==> src/rtl/cpu_seq_pkg.sv <==
// Shared types and default constants for the CPU run sequencer.
package cpu_seq_pkg;

  typedef enum logic [1:0] {
    ST_IDLE   = 2'd0,
    ST_LAUNCH = 2'd1,
    ST_RUN    = 2'd2,
    ST_FINISH = 2'd3
  } seq_state_e;

  localparam int NUM_PROGS_DEF = 3;
  localparam int ADDR_W_DEF    = 8;
  localparam int CNT_W_DEF     = 15;
  localparam int TIMEOUT_DEF   = 20000;
  localparam int IDX_W         = 4;

endpackage

==> src/rtl/seq_addr_table.sv <==
// Small N x W register file: guarded write, combinational read, synchronous clear.
// Out-of-range write indices are dropped and out-of-range reads return 0.
module seq_addr_table
  import cpu_seq_pkg::*;
#(
  parameter int N = NUM_PROGS_DEF,
  parameter int W = ADDR_W_DEF
) (
  input  logic             clk_i,
  input  logic             rst_i,
  input  logic             clr_i,
  input  logic             we_i,
  input  logic [IDX_W-1:0] widx_i,
  input  logic [W-1:0]     wdata_i,
  input  logic [IDX_W-1:0] ridx_i,
  output logic [W-1:0]     rdata_o
);

  logic [W-1:0] mem_q [N];

  always_ff @(posedge clk_i) begin
    if (rst_i || clr_i) begin
      for (int i = 0; i < N; i++) mem_q[i] <= '0;
    end else if (we_i) begin
      for (int i = 0; i < N; i++) begin
        if (widx_i == IDX_W'(i)) mem_q[i] <= wdata_i;
      end
    end
  end

  always_comb begin
    rdata_o = '0;
    for (int i = 0; i < N; i++) begin
      if (ridx_i == IDX_W'(i)) rdata_o = mem_q[i];
    end
  end

endmodule

==> src/rtl/cpu_run_sequencer.sv <==
// Launches each program from the start-address table in turn, times it, and aborts hung programs.
// Optional per-program count log when SEQ_CYCLE_LOG_EN is defined.
module cpu_run_sequencer
  import cpu_seq_pkg::*;
#(
  parameter int NUM_PROGS = NUM_PROGS_DEF,
  parameter int ADDR_W    = ADDR_W_DEF,
  parameter int CNT_W     = CNT_W_DEF,
  parameter int TIMEOUT   = TIMEOUT_DEF
) (
  input  logic              clock_i,
  input  logic              reset_i,
  input  logic              run_i,
  input  logic              cfg_we_i,
  input  logic [3:0]        cfg_idx_i,
  input  logic [ADDR_W-1:0] cfg_addr_i,
  input  logic              cpu_done_i,
  output logic              cpu_start_o,
  output logic [ADDR_W-1:0] cpu_start_addr_o,
  output logic              busy_o,
  output logic [3:0]        prog_idx_o,
  output logic [CNT_W-1:0]  cycle_count_o,
  output logic              count_valid_o,
  output logic              all_done_o,
  output logic              timeout_o,
`ifdef SEQ_CYCLE_LOG_EN
  input  logic [3:0]        log_idx_i,
  output logic [CNT_W-1:0]  log_count_o,
`endif
  output logic [1:0]        dbg_state_o
);

  localparam logic [CNT_W-1:0] TIMEOUT_C = CNT_W'(TIMEOUT);
  localparam logic [3:0]       LAST_IDX  = 4'(NUM_PROGS - 1);

  seq_state_e       state_q, state_d;
  logic [3:0]       idx_q, idx_d;
  logic [CNT_W-1:0] cnt_q, cnt_d;
  logic [CNT_W-1:0] count_q, count_d;
  logic             valid_q, valid_d;
  logic             timeout_q, timeout_d;
  logic             accept_run;
  logic             cfg_open;
  logic [CNT_W-1:0] cnt_inc;

  assign cnt_inc  = cnt_q + 1'b1;
  assign cfg_open = (state_q == ST_IDLE) || (state_q == ST_FINISH);

  always_ff @(posedge clock_i) begin
    if (reset_i) begin
      state_q   <= ST_IDLE;
      idx_q     <= '0;
      cnt_q     <= '0;
      count_q   <= '0;
      valid_q   <= 1'b0;
      timeout_q <= 1'b0;
    end else begin
      state_q   <= state_d;
      idx_q     <= idx_d;
      cnt_q     <= cnt_d;
      count_q   <= count_d;
      valid_q   <= valid_d;
      timeout_q <= timeout_d;
    end
  end

  // LAUNCH ignores cpu_done_i so a done still high from the previous program is not counted.
  always_comb begin
    state_d    = state_q;
    idx_d      = idx_q;
    cnt_d      = cnt_q;
    count_d    = count_q;
    valid_d    = 1'b0;
    timeout_d  = timeout_q;
    accept_run = 1'b0;
    unique case (state_q)
      ST_IDLE, ST_FINISH: begin
        if (run_i) begin
          accept_run = 1'b1;
          state_d    = ST_LAUNCH;
          idx_d      = '0;
          timeout_d  = 1'b0;
        end
      end
      ST_LAUNCH: begin
        cnt_d   = '0;
        state_d = ST_RUN;
      end
      ST_RUN: begin
        cnt_d = cnt_inc;
        if (cpu_done_i) begin
          count_d = cnt_inc;
          valid_d = 1'b1;
          if (idx_q == LAST_IDX) begin
            state_d = ST_FINISH;
          end else begin
            idx_d   = idx_q + 4'd1;
            state_d = ST_LAUNCH;
          end
        end else if (cnt_inc == TIMEOUT_C) begin
          count_d   = TIMEOUT_C;
          valid_d   = 1'b1;
          timeout_d = 1'b1;
          state_d   = ST_IDLE;
        end
      end
      default: state_d = ST_IDLE;
    endcase
  end

  seq_addr_table #(.N(NUM_PROGS), .W(ADDR_W)) u_addr_table (
    .clk_i   (clock_i),
    .rst_i   (reset_i),
    .clr_i   (1'b0),
    .we_i    (cfg_we_i && cfg_open),
    .widx_i  (cfg_idx_i),
    .wdata_i (cfg_addr_i),
    .ridx_i  (idx_q),
    .rdata_o (cpu_start_addr_o)
  );

`ifdef SEQ_CYCLE_LOG_EN
  // Each entry is written on the same edge that raises count_valid_o.
  seq_addr_table #(.N(NUM_PROGS), .W(CNT_W)) u_count_log (
    .clk_i   (clock_i),
    .rst_i   (reset_i),
    .clr_i   (accept_run),
    .we_i    (valid_d),
    .widx_i  (idx_q),
    .wdata_i (count_d),
    .ridx_i  (log_idx_i),
    .rdata_o (log_count_o)
  );
`endif

  assign cpu_start_o   = (state_q == ST_LAUNCH);
  assign busy_o        = (state_q == ST_LAUNCH) || (state_q == ST_RUN);
  assign all_done_o    = (state_q == ST_FINISH);
  assign prog_idx_o    = idx_q;
  assign cycle_count_o = count_q;
  assign count_valid_o = valid_q;
  assign timeout_o     = timeout_q;
  assign dbg_state_o   = state_q;

endmodule

==> config.mk <==
export PLATFORM = sky130hd
export DESIGN_NAME = cpu_run_sequencer
export DESIGN_NICKNAME = d
export VERILOG_FILES = /design/src/rtl/cpu_seq_pkg.sv /design/src/rtl/seq_addr_table.sv /design/src/rtl/cpu_run_sequencer.sv
export SDC_FILE = /design/constraint.sdc
export NUM_CORES = 1
export LEC_CHECK = 0
export ABC_CLOCK_PERIOD_IN_PS = 4450
export CAP_MARGIN = 20
export CELL_PAD_IN_SITES_DETAIL_PLACEMENT = 0
export CELL_PAD_IN_SITES_GLOBAL_PLACEMENT = 1
export CORE_UTILIZATION = 44
export DETAILED_ROUTE_END_ITERATION = 6
export GPL_ROUTABILITY_DRIVEN = 0
export GPL_TIMING_DRIVEN = 0
export PLACE_DENSITY = 0.89
export SETUP_SLACK_MARGIN = 0.5
export SLEW_MARGIN = 20
export SYNTH_ARGS = -nofsm -noshare
export SYNTH_HDL_FRONTEND = slang
export SYNTH_SLANG_ARGS = --single-unit
==> constraint.sdc <==
create_clock -name clock_i -period 4.45 [get_ports clock_i]
set_input_delay 0.89 -clock clock_i [delete_from_list [all_inputs] [get_ports clock_i]]
set_output_delay 0.89 -clock clock_i [all_outputs]
set_load 0.005 [all_outputs]
After elaboration in Yosys (flattened, before gate mapping)
Memory sizes are Yosys's and may differ from the RTL's.
Index checks and enable logic that the tools add are counted.
{ "op_classes": {"div_mod_pow": 0, "order_cmp": 0, "reduce_logical": 15, "eq_ne": 14, "bitwise_logic": 4, "shift": 0, "n_mul": 0, "mux": 38, "n_addsub": 2} }
{ "op_table": {"columns": ["operator", "count"], "rows": [
  ["8-bit two-way mux", 6],
  ["15-bit two-way mux", 2],
  ["15-bit case mux with 2 select lines", 1],
  ["1-bit two-way mux", 19],
  ["15-bit by 1-bit adder with 15-bit output, second input constant", 1],
  ["15-bit equality test, second input constant", 1],
  ["4-bit two-way mux", 3],
  ["2-bit inequality test, second input constant", 5],
  ["4-bit by 1-bit equality test with 1-bit output, second input constant", 2],
  ["4-bit by 2-bit equality test with 1-bit output, second input constant", 2],
  ["4-bit zero test", 2],
  ["2-bit two-way mux", 4],
  ["4-bit case mux with 2 select lines", 1],
  ["4-bit AND reduction", 2],
  ["2-bit case mux with 3 select lines", 1],
  ["2-bit nonzero test", 3],
  ["4-bit by 1-bit adder with 4-bit output, second input constant", 1],
  ["2-bit equality test, second input constant", 2],
  ["2-bit AND reduction", 2],
  ["2-bit OR reduction", 2],
  ["3-bit inequality test, second input constant", 1],
  ["1-bit bitwise OR", 3],
  ["2-bit by 1-bit equality test with 1-bit output, second input constant", 1],
  ["2-bit zero test", 1],
  ["4 further kinds", 5]
]} }
{ "totals": {"wordCells": 80, "in_bits": 17, "ram_bits": 24, "rom_bits": 0, "reg_bits": 38, "latchBits": 0, "mem_count": 1} }
{ "mem_list": {"columns": ["memory", "words", "width", "read_ports", "rd_clocked_by_memory_dff", "wr", "line", "source"], "rows": [
  ["u_addr_table.mem_q", 3, 8, 3, 0, 3, "seq_addr_table.sv:19", "logic [W-1:0] mem_q [N];"]
]} }

Longest topological paths before layout
{ "logic_depth": {"ltp_word": 7, "ltp_mapped": 10} }

By module
Synthesis repeated with hierarchy kept, for this count alone.
{ "unflattened": {"cells_unflattened": 342, "area_unflattened_um2": 3211.8} }
{ "modules_own_cells": {"columns": ["module", "area_per_inst_um2", "cells_each", "n_inst", "seq_area_each_um2"], "rows": [
  ["cpu_run_sequencer", 2188.3, 274, 1, 760.7],
  ["seq_addr_table", 1023.5, 68, 1, 720.7]
]} }

Worst setup path before layout
Ideal clock, no wire load.
{ "synth_timing": {"path_kind": "register to output", "startpoint": "register idx_q[1] (netlist: prog_idx_o[1])", "endpoint": "output port cpu_start_addr_o[0]", "n_path_buf": 0, "path_stages_with_launch": 6, "arrival_ps": 1735, "required_time_ps": 3560, "slack_ps": 1825, "path_cell_list": "dfxtp_1 -> inv_1 -> ha_1 -> nor4b_1 -> a22oi_1 -> o21ai_0"} }
{ "synth_between": {"elab_chain_cells": 4, "word_cells_on_any_way": 6, "classes_between": "eq/ne (2); mux (3); reduce/logical (1)"} }
{ "synth_rtl": {"columns": ["item", "line", "source"], "rows": [
  ["start: declaration", "cpu_run_sequencer.sv:37", "logic [3:0] idx_q, idx_d;"],
  ["start signal: assignment", "cpu_run_sequencer.sv:59", "idx_q <= idx_d;"],
  ["4-bit zero test", "seq_addr_table.sv:34", "if (ridx_i == IDX_W'(i)) rdata_o = mem_q[i];"],
  ["8-bit two-way mux (2 in series)", "seq_addr_table.sv:34", null],
  ["8-bit two-way mux (*)", "seq_addr_table.sv:34", null],
  ["end: declaration", "cpu_run_sequencer.sv:19", "output logic [ADDR_W-1:0] cpu_start_addr_o,"]
]} }
Mark *: on every way between the ends. The rest lies on a longest branch, timed or not.

Worst setup path in the final report
{ "layout_timing": {"startpoint": "register idx_q[0] (netlist: prog_idx_o[0])", "endpoint": "output port cpu_start_addr_o[2]"} }
The elaborated chain is that of the path after synthesis.

==> metrics.md <==
| Metric | Value |
|---|---|
| Maximum capacitance violations | `0` |
| Sw Pwr | `0.0005376 W` |
| Post-Syn Nets | `364` |
| Pin count of the biggest net entering global routing | `14` |
| Syn Inst Count | `338` |
| GR Overflow Total | `0` |
| Clk buf depth | `2` |
| First-pass GRT wire length | `12400 um` |
| Top FF cell, synth | `dfxtp_1` |
| Min Tclk post-route | `3.463 ns` |
| Ratio of cells with drive above 1 in the final layout | `0.1086` |
| EDFF count, synth | `24` |
| Cts hold-fix bufs | `0` |
| Final setup fails | `0` |
| Worst vdd ir | `264.1 uV` |
| WP data required | `3.56 ns` |
| Drt drc | `0` |
| Drt pass-1 iters | `4` |
| Clk sinks | `62` |
| Net Sw Frac | `0.3264` |
| Final Hold Viols | `0` |
| Sequential share of the synthesized area | `0.4706` |
| Drt wl/cell | `15.55 um` |
| Final worst setup slack | `0.9874 ns` |
| Setup repair bufs after CTS | `0` |
| CTS HTree Levels | `3` |
| Slew Viols, Final | `0` |
| Hold crit path type | `reg -> reg` |
| Resize count post-CTS | `0` |
| Final Cycle Share | `0.7781` |
| Seq cells post-synth | `62` |
| CTS root buf | `clkbuf_8` |
| Top post-synthesis cells by area | `dfxtp_1, edfxtp_1, o21ai_0` |
| Placed cell count | `485` |
| Crit-path max FO | `10` |
| Crit path launch type | `flip-flop` |
| Rows | `30` |
| DP Area | `3785 um^2` |
| Flop pwr share | `0.393` |
| Hpwl dp | `5459 um` |
| DR iter-0 viols | `147` |
| Kind of critical path | `reg -> out` |
| Routed WL | `7790 um` |
| DRT antenna net count | `0` |
| CTS tree | `done` |
| Antenna diodes | `0` |
| Warnings, synthesis | `0` |
| Final setup skew | `0.01106 ns` |
| DIE WIDTH | `86.59 um` |
| Vias | `2663` |
| Cell Pwr Density | `410.7 nW/um^2` |
| Initial core utilization | `0.4583` |
| Core area | `6869 um^2` |
| Post-Synthesis Cell Area | `3148 um^2` |
| CP endpoint kind | `output pin` |
| Finished Cell Area | `4011 um^2` |
| Die ar. | `7497 um^2` |
| Num CTS Buffers | `9` |
| Worst-Skew Late Latency | `0.35 ns` |
| Nets@finish | `426` |
| Vias/cell | `5.315` |
| Final core utilization | `0.5840` |
| Setup Slack @ Placement | `1.381 ns` |
| Total GRT Usage | `0.2199` |
| Unrepaired setup endpoints after global routing | `no` |
| # port buffers | `50` |
| Layout fillers | `597` |
| Combinational share of power | `0.257` |
| Clk slew on worst S/H paths | `0.07 ns` |
| WP data arrival | `2.57 ns` |
| Actual slew at the worst max-slew pin | `0.8140 ns` |
| Area grow syn2layout | `27.42%` |
| Initial antenna violation count | `0` |
| Final Non-Filler Cells | `501` |
| Vias in the first global route | `2464` |
| Status | `complete, no violations` |
| Fin Setup TNS | `0 ns` |
| Cell taking the most area after synthesis | `dfxtp_1` |
| Fmax | `288.8 MHz` |
| Yosys cell types | `53` |
| Clock power frac | `0.350` |
| Ys async rst share | `0` |
| Syn avg cell area | `9.314 um^2` |
| Synth top area share | `0.2417` |
| Ports | `51` |
| Cell leakage power | `1.397 nW` |
| Die Y | `86.59 um` |
| Relative slew slack | `0.4540` |
| Int Pwr | `0.001110 W` |
-- per-layer routing --
layer  share of wire  vias up  global-route usage
met2            0.49       71              0.3586
met4           0.016        0             0.08485
met5               0        -                   0
met1            0.45     1248              0.2861
met3           0.042        7             0.04762
li1                -     1337                   -
-- flip-flops by register name (all words and copies together), names as in the netlist --
name,cells
count_valid_o,1
cnt_q,15
prog_idx_o,4
dbg_state_o,2
cycle_count_o,15
timeout_o,1
u_addr_table.mem_q,24
-- placed cells by master (no fill, tap or decap), types with 9 or more instances in the layout --
| cell | instances |
|---|---|
| nor2_1 | 34 |
| nor3_1 | 10 |
| o21ai_0 | 25 |
| a21oi_1 | 23 |
| clkbuf_1 | 14 |
| a22oi_1 | 16 |
| dfxtp_1 | 38 |
| clkdlybuf4s50_1 | 50 |
| and2_1 | 11 |
| nand2_1 | 28 |
| inv_1 | 17 |
| xnor2_1 | 10 |
| ha_1 | 9 |
| edfxtp_1 | 24 |
| nand3_1 | 9 |
| clkbuf_8 | 9 |
-- area by class of cell --
type                    count  area, um^2  share of cell area
multi-input cells         235        1503              0.3746
flip-flops and latches     62        1481              0.3693
repair buffers             51       505.5              0.1260
clock buffers               9       123.9             0.03088
well taps                  96       120.1             0.02994
plain buffers              24       111.4             0.02776
clock inverters             7       102.6             0.02558
inverters                  17       63.81             0.01591
-- Yosys cell counts (all sizes together) (3+ instances only) --
master and count:
edfxtp 24, inv 17, nor3 10, nand4 4, xnor2 10, and2 12, nand3 9, xor2 5
buf 9, nor4 3, a211oi 4, a21oi 23, o21ai 27, clkbuf 15, nor2b 3, nand2 28
dfxtp 38, ha 9, a221oi 4, a22oi 16, nor2 34
-- worst max-delay path, cell delays in order, from the launching register on --
cell	delay (ns)
dfxtp_1	0.38
inv_1	0.13
ha_1	0.14
and2_1	0.11
clkbuf_1	0.31
clkbuf_1	0.41
nand2_1	0.09
o21ai_0	0.11
clkdlybuf4s50_1	0.54
-- cell families (layout without fill, tap and decap cells) --
group	after synthesis	after routing	share of synthesized area
DFF	62	62	0.4706
AOI/OAI and AO/OA	91	91	0.1991
xor gates and xnor gates	15	15	0.04173
buffers and inverters	41	108	0.05564
muxes	4	4	0.01351
and+or+nand+nor	116	116	0.1836
adders and majority gates	9	9	0.03577
-- power groups by stage --
stage                     combinational, W  clock, W  sequential [W]
final                             0.000424  0.000577        0.000647
after global routing              0.000462  0.000609        0.000649
after CTS                         0.000426  0.000584        0.000646
after detailed placement          0.000423         0        0.000659
after global placement            0.000414         0        0.000658
after floorplan                   0.000224         0        0.000654
-- through the flow --
stage / power [W] / hold slack (ns)
after floorplan: 0.0008775 / 0.4589
after global placement: 0.001072 / 0.4516
after detailed placement: 0.001082 / 0.4591
after CTS: 0.001656 / 0.4703
after global routing: 0.001721 / 0.4861
final: 0.001647 / 0.4663
-- worst paths after layout --
| path | cells past startpoint | slack [ns] | from | endpoint |
|---|---|---|---|---|
| worst min-delay path | 2 | 0.47 | cycle_count_o[10] | cycle_count_o[10] |
| worst max register to register | 9 | 1.62 | cnt_q[0] | cycle_count_o[6] |
| worst max-delay path | 8 | 0.99 | prog_idx_o[0] | cpu_start_addr_o[2] |
| worst min register to register | 2 | 0.47 | cycle_count_o[10] | cycle_count_o[10] |
No activity file was read; power rests on OpenSTA's default activity.
